$ cat src/rtl/fcmp_pipe.sv
// Pipelined floating-point compare (feq/flt/fle) with RISC-V NaN and invalid semantics.
// The compare is resolved at issue; the stages carry result, flag and tag behind a valid/ready pipe.
module fcmp_pipe #(
    parameter int EXP_W  = 8,
    parameter int MAN_W  = 23,
    parameter int STAGES = 2,
    parameter int TAG_W  = 5,
    parameter int FTZ    = 0
) (
    input  logic                   clk,
    input  logic                   rst,
    input  logic                   in_valid,
    output logic                   in_ready,
    input  logic [1:0]             op,
    input  logic [EXP_W+MAN_W:0]   x1,
    input  logic [EXP_W+MAN_W:0]   x2,
    input  logic [TAG_W-1:0]       in_tag,
    output logic                   out_valid,
    input  logic                   out_ready,
    output logic                   out_result,
    output logic                   out_nv,
    output logic [TAG_W-1:0]       out_tag
);
    localparam int W = 1 + EXP_W + MAN_W;

    typedef enum logic [1:0] {
        OP_FEQ = 2'b00,
        OP_FLT = 2'b01,
        OP_FLE = 2'b10,
        OP_RSV = 2'b11
    } op_e;

    typedef struct packed {
        logic             result;
        logic             nv;
        logic [TAG_W-1:0] tag;
    } res_t;

    logic             sign_a, sign_b;
    logic [EXP_W-1:0] exp_a, exp_b;
    logic [MAN_W-1:0] man_a, man_b;

    assign {sign_a, exp_a, man_a} = x1;
    assign {sign_b, exp_b, man_b} = x2;

    logic nan_a, nan_b, snan_a, snan_b, zero_a, zero_b;
    logic any_nan, any_snan, both_zero, mag_lt, mag_gt, is_eq, is_lt;
    res_t res_in;

    always_comb begin
        nan_a     = (&exp_a) && (|man_a);
        nan_b     = (&exp_b) && (|man_b);
        snan_a    = nan_a && !man_a[MAN_W-1];
        snan_b    = nan_b && !man_b[MAN_W-1];
        zero_a    = (exp_a == '0) && ((FTZ != 0) || (man_a == '0));
        zero_b    = (exp_b == '0) && ((FTZ != 0) || (man_b == '0));
        any_nan   = nan_a || nan_b;
        any_snan  = snan_a || snan_b;
        both_zero = zero_a && zero_b;
        mag_lt    = x1[W-2:0] < x2[W-2:0];
        mag_gt    = x2[W-2:0] < x1[W-2:0];
        is_eq     = (x1 == x2) || both_zero;
        // Negative operands order by reversed magnitude; signed zeros (and flushed denormals) tie.
        if (both_zero)
            is_lt = 1'b0;
        else if (sign_a != sign_b)
            is_lt = sign_a;
        else
            is_lt = sign_a ? mag_gt : mag_lt;

        res_in     = '0;
        res_in.tag = in_tag;
        case (op_e'(op))
            OP_FEQ: begin
                res_in.result = !any_nan && is_eq;
                res_in.nv     = any_snan;
            end
            OP_FLT: begin
                res_in.result = !any_nan && is_lt;
                res_in.nv     = any_nan;
            end
            OP_FLE: begin
                res_in.result = !any_nan && (is_lt || is_eq);
                res_in.nv     = any_nan;
            end
            default: ;
        endcase
    end

    logic [STAGES-1:0] vld_q, vld_d;
    logic [STAGES:0]   rdy;
    res_t [STAGES-1:0] data_q, data_d;

    always_comb begin
        rdy[STAGES] = out_ready;
        for (int k = STAGES - 1; k >= 0; k--)
            rdy[k] = !vld_q[k] || rdy[k+1];
    end

    assign in_ready = rdy[0] && !rst;

    always_comb begin
        vld_d  = vld_q;
        data_d = data_q;
        if (rdy[0]) begin
            vld_d[0] = in_valid && in_ready;
            if (in_valid)
                data_d[0] = res_in;
        end
        for (int k = 1; k < STAGES; k++) begin
            if (rdy[k]) begin
                vld_d[k] = vld_q[k-1];
                if (vld_q[k-1])
                    data_d[k] = data_q[k-1];
            end
        end
    end

    always_ff @(posedge clk) begin
        if (rst)
            vld_q <= '0;
        else
            vld_q <= vld_d;
    end

    // Payload needs no reset: it is masked off whenever its stage is empty.
    always_ff @(posedge clk) begin
        data_q <= data_d;
    end

    assign out_valid  = vld_q[STAGES-1];
    assign out_result = out_valid && data_q[STAGES-1].result;
    assign out_nv     = out_valid && data_q[STAGES-1].nv;
    assign out_tag    = out_valid ? data_q[STAGES-1].tag : '0;

endmodule
$ cat config.mk
export PLATFORM = sky130hd
export DESIGN_NAME = fcmp_pipe
export DESIGN_NICKNAME = d
export VERILOG_FILES = /design/src/rtl/fcmp_pipe.sv
export SDC_FILE = /design/constraint.sdc
export NUM_CORES = 1
export LEC_CHECK = 0
export ABC_AREA = 1
export BUFFER_PORTS_ARGS = -buffer_cell sky130_fd_sc_hd__buf_2
export CORE_MARGIN = 10
export CORE_UTILIZATION = 48
export DETAILED_ROUTE_END_ITERATION = 6
export PLACE_DENSITY = 0.81
export SLEW_MARGIN = 5
export SYNTH_ARGS = -nofsm -noshare
export SYNTH_HDL_FRONTEND = slang
export SYNTH_SLANG_ARGS = --single-unit
$ cat constraint.sdc
create_clock -name clk -period 2.15 [get_ports clk]
set_input_delay 0.3225 -clock clk [delete_from_list [all_inputs] [get_ports clk]]
set_output_delay 0.3225 -clock clk [all_outputs]
set_load 0.005 [all_outputs]
* Word-level counts from Yosys, hierarchy flattened
Index checks and enable logic that the tools add are counted.
** Storage, ports and cells
- Input bits :: 75
- Output and inout port bits :: 9
- Register bits :: 16
** Cells by class
- Eq/ne operators :: 4
- Muxes and demuxes :: 5
- Reduce and logical (&&, ||, !) cells :: 37
- Order comparisons :: 2
** Operators with widths (count)
- $lt A31 B31 Y1 :: 2
- $logic_not A23 Y1 :: 2
- $reduce_or A23 Y1 :: 2
- $eq A32 B32 Y1 :: 1
- $logic_not A8 Y1 :: 2
- $reduce_and A8 Y1 :: 2
- $logic_and A1 B1 Y1 :: 14
- $logic_not A1 Y1 :: 6
- $logic_or A1 B1 Y1 :: 6
- $pmux W2 S3 :: 1
- $mux W5 :: 1
- $reduce_and A2 Y1 :: 2
- $mux W1 :: 3
- $eq A2 B1 Y1 const B :: 1
- $eq A2 B2 Y1 const B :: 1
- $logic_not A2 Y1 :: 1
- $ne A1 B1 Y1 :: 1

* Depth between registers and ports, before layout
Gate-level depths: netlist of run 1.
- Depth in word-level cells :: 7
- Mapped depth :: 17

* Least setup slack after synthesis of run 1
No wires, ideal clock.
- Kind :: in2reg
- Start point :: input port x1[18]
- End point :: register data_q[6] (netlist bit) (data pin)
- Required time :: 2.010 ns
- Cell stages on the path :: 15
- Setup time :: 0.140 ns
- Arrival :: 1.562 ns
- Path slack :: 0.448 ns
- Cell sequence :: inv_1 -> ha_1 -> nand2_1 -> inv_2 -> nand2_1 -> nand2_1 -> nand2_1 -> nand2_1 -> a21oi_2 -> nand2_2 -> a21oi_1 -> nand2_1 -> nand2_1 -> nand2_1 -> a21oi_2
** RTL lines
- start: declaration :: RTL line 15 : input logic [EXP_W+MAN_W:0] x1,
- end signal: assignment :: RTL line 128 : data_q <= data_d;
- end: declaration :: RTL line 92 : res_t [STAGES-1:0] data_q, data_d;

==> qor.csv, run 1 <==
stage,metric,value,unit
clocking,clockRootBuffer,clkbuf_8,
logic_synthesis,syn_area,1880,sq um
logic_synthesis,synth_commonest_cells,"nand2_1 (69), inv_1 (58), ha_1 (35)",
power,leakagePower,1.43,nW
sta,drv_slew,0,
logic_synthesis,syn_nets,382,
clocking,cts_num_sinks,16,
logic_synthesis,synth_compound_area_frac,0.0746,
logic_synthesis,async_reset_ff_frac,0,
logic_synthesis,ys_seq_area_frac,0.245,
sta,rsz0062_at_grt,no,
grt,grt_pass1_vias,1950,
min_path,hold_path.class,in -> reg,
sta,finalCritPeriodShare,0.791,
critical_path,cp-end-kind,flip-flop,
grt,antenna_found_initial,0,
power,power.density,370,nW/um^2
critical_path,path_class,in -> reg,
logic_synthesis,synth_top_area_frac,0.233,
run_status,status,"complete, no violations",
sta,finClkSkew,0.00345,ns
clocking,htreeDepth,1,
logic_synthesis,synth_area_leaders,"ha_1 (23%), edfxtp_1 (22%), nand2_1 (14%)",
sta,fin_hold_ws,0.249,ns
logic_synthesis,yosys.cell_count.top_type,nand2_1,
floorplanning,initial_core_util,0.505,
sta,tightest_slew,0.611,ns
logic_synthesis,postSynthCellCount,272,
clocking,cts.reportedPaths.clkPinSlew,0.06,ns
place,hpwl,4.39,mm
floorplanning,fp-row-count,22,
clocking,cts_tree,built,
critical_path,critPathMaxFanout,2,
routing,drtIter0Drc,57,
sta,relSlewSlack,0.592,
run,drv_cap,0,
clocking,insertion_delay,0.24,ns
clocking,cts_setup_buffers,0,
floorplanning,dieArea,6810,sq um
floorplanning,core-area,3720,sq um
logic_synthesis,synth_edf_count,14,
critical_path,arrival,1.81,ns
grt,grt_use_total,0.140,
floorplanning,ios,84,
logic_synthesis,synthAdderAreaFrac,0.233,
place,io_buffers,83,
floorplanning,die_w,82.6,microns
routing,drt-total-wl,4.70,mm
sta,min_period,1.70,ns
critical_path,crit_required,2.26,ns
floorplanning,die_y,82.6,microns
sta,final.setup.tns,0,ns
routing,vias,1905,
grt,grt_pass1_wl,7.81,mm
logic_synthesis,yosys.area_share.xor_xnor,0,
clocking,cts_buffers,3,
place,gp_congestion,0.915,
sta,hold_viol,0,
clocking,holdBufCountCts,0,
logic_synthesis,avgSynthCellArea,6.90,sq um
routing,viasPerCell,4.69,
logic_synthesis,synth_top_area_cell,ha_1,
routing,dr.pass1.iters,4,
grt,globalRoute.totalOverflow,0,
routing,wl_per_cell,11.6,microns
final_layout,antenna_cells,0,
logic_synthesis,ys_types,23,
logic_synthesis,ys.flop_type,edfxtp_1,
final_layout,nets,469,
critical_path,start_kind,input port,
clocking,cts_max_path_buffers,2,
sta,setup_viol,0,
power,ir_worst_vdd,0.000190,V
final_layout,syn_to_final_growth,27.5,%
logic_synthesis,synth-seq-cells,16,
final_layout,drive_gt1_frac,0.310,
grt,grt_max_degree,12,
routing,antenna_left,0,
logic_synthesis,synth_mux_area_frac,0,
clocking,cts_resized,0,
logic_synthesis,ys.warnings.count,0,
logic_synthesis,synth_top_family_by_area,simple AND/OR/NAND/NOR gates,
sta,fmax,0.588,GHz
logic_synthesis,synthSimpleGateAreaFrac,0.317,
routing,route.detailed.drc,0,
per-layer routing:
layer | vias to the layer above | global-route usage | share of wire
met5 | - | 0 | 0
met4 | 0 | 0.0401 | 0.013
met1 | 804 | 0.147 | 0.39
li1 | 1041 | - | -
met3 | 6 | 0.0432 | 0.10
met2 | 54 | 0.264 | 0.49
worst paths after layout:
| check | slack (ns) | start | cells after the start | to |
|---|---|---|---|---|
| min reg2reg | 0.42 | data_q[5] | 0 | data_q[12] |
| min | 0.25 | in_tag[2] | 1 | data_q[2] |
| max | 0.45 | x1[22] | 13 | data_q[6] |
| max reg2reg | 0.84 | vld_q[1] | 1 | data_q[13] |
cell families after synthesis:
logic type / count (synthesis)
buffers and inverters: 65
flip-flops: 16
AND/OR/NAND/NOR: 134
AO/OA/AOI/OAI: 22
adder cells (fa/ha/maj): 35
report_power, final:
part           internal (mW)  total [mW]  switching, mW
Sequential             0.357       0.364        0.00627
Combinational          0.139       0.305          0.166
Clock                  0.126       0.217         0.0905
worst max-delay path, cell delays in order:
cell and delay [ns]:
buf_2 0.10, inv_1 0.06, ha_1 0.30, a21o_1 0.16, nor2_1 0.11, nand2_1 0.09, a21oi_2 0.14, nand2_2 0.07
a21oi_1 0.16, nand2_1 0.07, nand2_1 0.06, nand2_1 0.06, a21oi_2 0.12
registers in the layout, indices dropped and copies added, names as in the netlist:
| register | count |
|---|---|
| vld_q | 2 |
| data_q | 14 |
layout by cell type (no fill, tap or decap), drive strengths merged:
cell type	count
nand3	6
clkinv	1
o211ai	1
nor2	33
a21oi	17
nand2	75
edfxtp	14
dfxtp	2
clkbuf	3
o21bai	1
buf	83
inv	64
a21o	2
or2	2
ha	35
nand4	11
o22ai	1
nor4	3
nor3	4
per-stage QoR:
step / cell area, sq um / total power, mW / cells / util / setup WS, ns
after floorplan: 1880 / 0.551 / 272 / - / 0.448
after global placement: 2350 / 0.666 / 402 / 0.632 / 0.228
after detailed placement: 2350 / 0.677 / 402 / 0.632 / 0.201
after CTS: 2390 / 0.895 / 406 / 0.644 / 0.452
after global routing: 2390 / 0.957 / 406 / 0.644 / 0.184
final: 2390 / 0.885 / 406 / 0.644 / 0.448
layout make-up:
type	count	area, sq um
clock buffer	3	41.3
clock inverter	1	3.75
fill	350	1320
inverter	64	240
multi-input combinational	191	1170
sequential	16	460
tap	48	60.1
timing repair buffer	83	415
Note: power is estimated with default switching activity, not from simulation.
==> run 2: changes to the inputs <==
--- a/config.mk
+++ b/config.mk
@@ -8,9 +8,9 @@
 export ABC_AREA = 1
 export BUFFER_PORTS_ARGS = -buffer_cell sky130_fd_sc_hd__buf_2
 export CORE_MARGIN = 10
-export CORE_UTILIZATION = 48
+export CORE_UTILIZATION = 43
 export DETAILED_ROUTE_END_ITERATION = 6
-export PLACE_DENSITY = 0.81
+export PLACE_DENSITY = 0.77
 export SLEW_MARGIN = 5
 export SYNTH_ARGS = -nofsm -noshare
 export SYNTH_HDL_FRONTEND = slang
==> constraint.sdc (replaced) <==
create_clock -name clk -period 1.5 [get_ports clk]
set_input_delay 0.225 -clock clk [delete_from_list [all_inputs] [get_ports clk]]
set_output_delay 0.225 -clock clk [all_outputs]
set_load 0.005 [all_outputs]
==> run 2 against run 1 <==
Net effect:
- utilization up 15 points
- highest routed layer unchanged
- setup slack lost 0.54 ns
- wire length is 37% higher
- cell area is 36% higher
- die area is 8.7% higher
- critical path type unchanged
- largest cell class unchanged
- the run now ends with negative setup slack left
- critical endpoint unchanged
- non-clock buffer count increased by 34
==> qor.csv, run 2 (synthesized netlist as in run 1, its figures left out) <==
stage,metric,value,unit
run_status,status,"complete, but fails checks",
run_status,violations,negative setup slack,
grt,antenna_found_initial,0,
final_layout,layout_common_cells,"buf_2 (64), nand2_1 (56), buf_4 (36)",
final_layout,multi_input_area,1630,sq um
grt,grt_use_total,0.166,
routing,wl_per_cell,14.6,microns
routing,drt-total-wl,6.45,mm
sta,min_period,1.59,ns
grt,grt_pass1_vias,2291,
sta,drv_slew,0,
routing,route.detailed.drc,0,
sta,setup_viol,1,
critical_path,cpPeakStageDelay,0.26,ns
final_layout,largestRegisters,"data_q (14), vld_q (2)",
floorplanning,die_y,86.1,microns
floorplanning,ios,84,
critical_path,reg2reg_from,vld_q[1],
final_layout,fillers,274,
min_path,worstHoldEndpoint,data_q[4],
final_layout,drive_gt1_frac,0.564,
critical_path,r2r_end,data_q[5],
critical_path,path_class,in -> reg,
routing,antenna_left,0,
sta,fmax,0.627,GHz
critical_path,cp-end-kind,flip-flop,
power,power.density,493,nW/um^2
clocking,cts_tree,built,
critical_path,critPathMaxFanout,2,
clocking,insertion_delay,0.25,ns
run,drv_cap,0,
place,gp_congestion,0.871,
clocking,cts.reportedPaths.clkPinSlew,0.06,ns
power,leakagePower,1.64,nW
critical_path,r2r.worst_path.cells,3,
critical_path,cpMaxStageDelayCell,ha_4,
sta,rsz0062_at_grt,yes,
clocking,htreeDepth,1,
clocking,clockRootBuffer,clkbuf_8,
sta,hold_viol,0,
routing,dr.pass1.iters,4,
critical_path,cp_num_buf_inv,2,
floorplanning,core-area,4120,sq um
sta,fin_hold_ws,0.150,ns
floorplanning,fp-row-count,23,
critical_path,arrival,1.60,ns
clocking,cts_num_sinks,16,
grt,grt_pass1_wl,10.2,mm
final_layout,nets,503,
min_path,hp-start,in_tag[4],
sta,tightest_slew,0.313,ns
clocking,holdBufCountCts,0,
floorplanning,initial_core_util,0.456,
final_layout,top_register,data_q,
final_layout,utilization,0.792,
final_layout,antenna_cells,0,
final_layout,layout_commonest_cell,buf_2,
sta,finClkSkew,0.00178,ns
critical_path,crit_required,1.51,ns
routing,vias,2151,
critical_path,start_kind,input port,
final_layout,ff_latch_area,462,sq um
power,ir_worst_vdd,0.000292,V
final_layout,largest_reg_flops,14,
critical_path,startpoint,x1[8],
grt,grt_max_degree,12,
clocking,cts_buffers,3,
routing,viasPerCell,4.87,
final_layout,syn_to_final_growth,73.6,%
sta,relSlewSlack,0.790,
clocking,cts_max_path_buffers,2,
floorplanning,dieArea,7410,sq um
routing,drtIter0Drc,62,
critical_path,cpMostUsedCell,nand2_1,
critical_path,ff2ff_setup_slack,0.38,ns
sta,finalCritPeriodShare,1.06,
sta,worst_slack,-0.0947,ns
critical_path,crit_family,simple AND/OR/NAND/NOR gates,
min_path,hold_path.class,in -> reg,
place,io_buffers,83,
min_path,hold_depth,1,
place,hpwl,5.16,mm
grt,globalRoute.totalOverflow,0,
critical_path,worstPathCellList,buf_2 > inv_2 > ha_4 > nand2_2 > nor3_2 > nand4_1 > nor2_1 > nand2_1 > nand2_2 > nand2_2 > nand2_1 > nand2_1 > nand2_1 > a21oi_2,
floorplanning,die_w,86.1,microns
## run 2: cell types whose count changed in the layout (fill, tap and decap cells not counted), sizes merged
cell | before | now
buf | 83 | 117
clkbuf | 3 | 4
clkinv | 1 | 0
## run 2: through the flow
stage | setup TNS, ns | setup slack (ns) | area, sq um | std cells | power (mW)
after global routing | -0.195 | -0.195 | 3260 | 442 | 1.72
after global placement | -0.425 | -0.305 | 2840 | 431 | 1.10
after CTS | -0.0202 | -0.0202 | 3160 | 442 | 1.56
final | -0.0947 | -0.0947 | 3260 | 442 | 1.61
after floorplan | -0.0482 | -0.0482 | 2170 | 272 | 0.846
after detailed placement | -0.490 | -0.359 | 2840 | 431 | 1.13
## run 2: how the worst max path moves through the flow
stage	slack (ns)	depth (start not counted)	endpoint
after floorplan	-0.05	16	data_q[6]
after global placement	-0.30	17	data_q[6]
after detailed placement	-0.36	16	data_q[6]
after CTS	-0.02	13	data_q[6]
after global routing	-0.20	14	data_q[6]
final	-0.09	14	data_q[6]
## run 2: final cells by class
cell class,instances,area share
Multi-Input combinational cell,191,0.501
Timing Repair Buffer,117,0.241
Sequential cell,16,0.142
Inverter,64,0.0829
Tap cell,50,0.0192
Clock buffer,4,0.0138
## run 2: power by group
part	switching (mW)	internal, mW	leakage [nW]	total, mW
combinational	0.367	0.384	1.47	0.750
sequential	0.0113	0.512	0.152	0.524
clock	0.146	0.188	0.0228	0.334
## run 2: metal layers
layer,up-vias,wire length (microns),track usage
met5,-,0,0
met4,0,42,0.0359
met3,4,423,0.0435
met2,64,3470,0.316
met1,976,2520,0.176
li1,1107,-,-
## run 2: repair_timing
| item | 4_1_cts | 5_1_grt |
|---|---|---|
| buffers inserted | 7 | 0 |
| gates cloned | 0 | 0 |
| gates resized for setup | 46 | 25 |
| pin swaps | 43 | 22 |
| endpoints found under the setup margin | 1 | 3 |
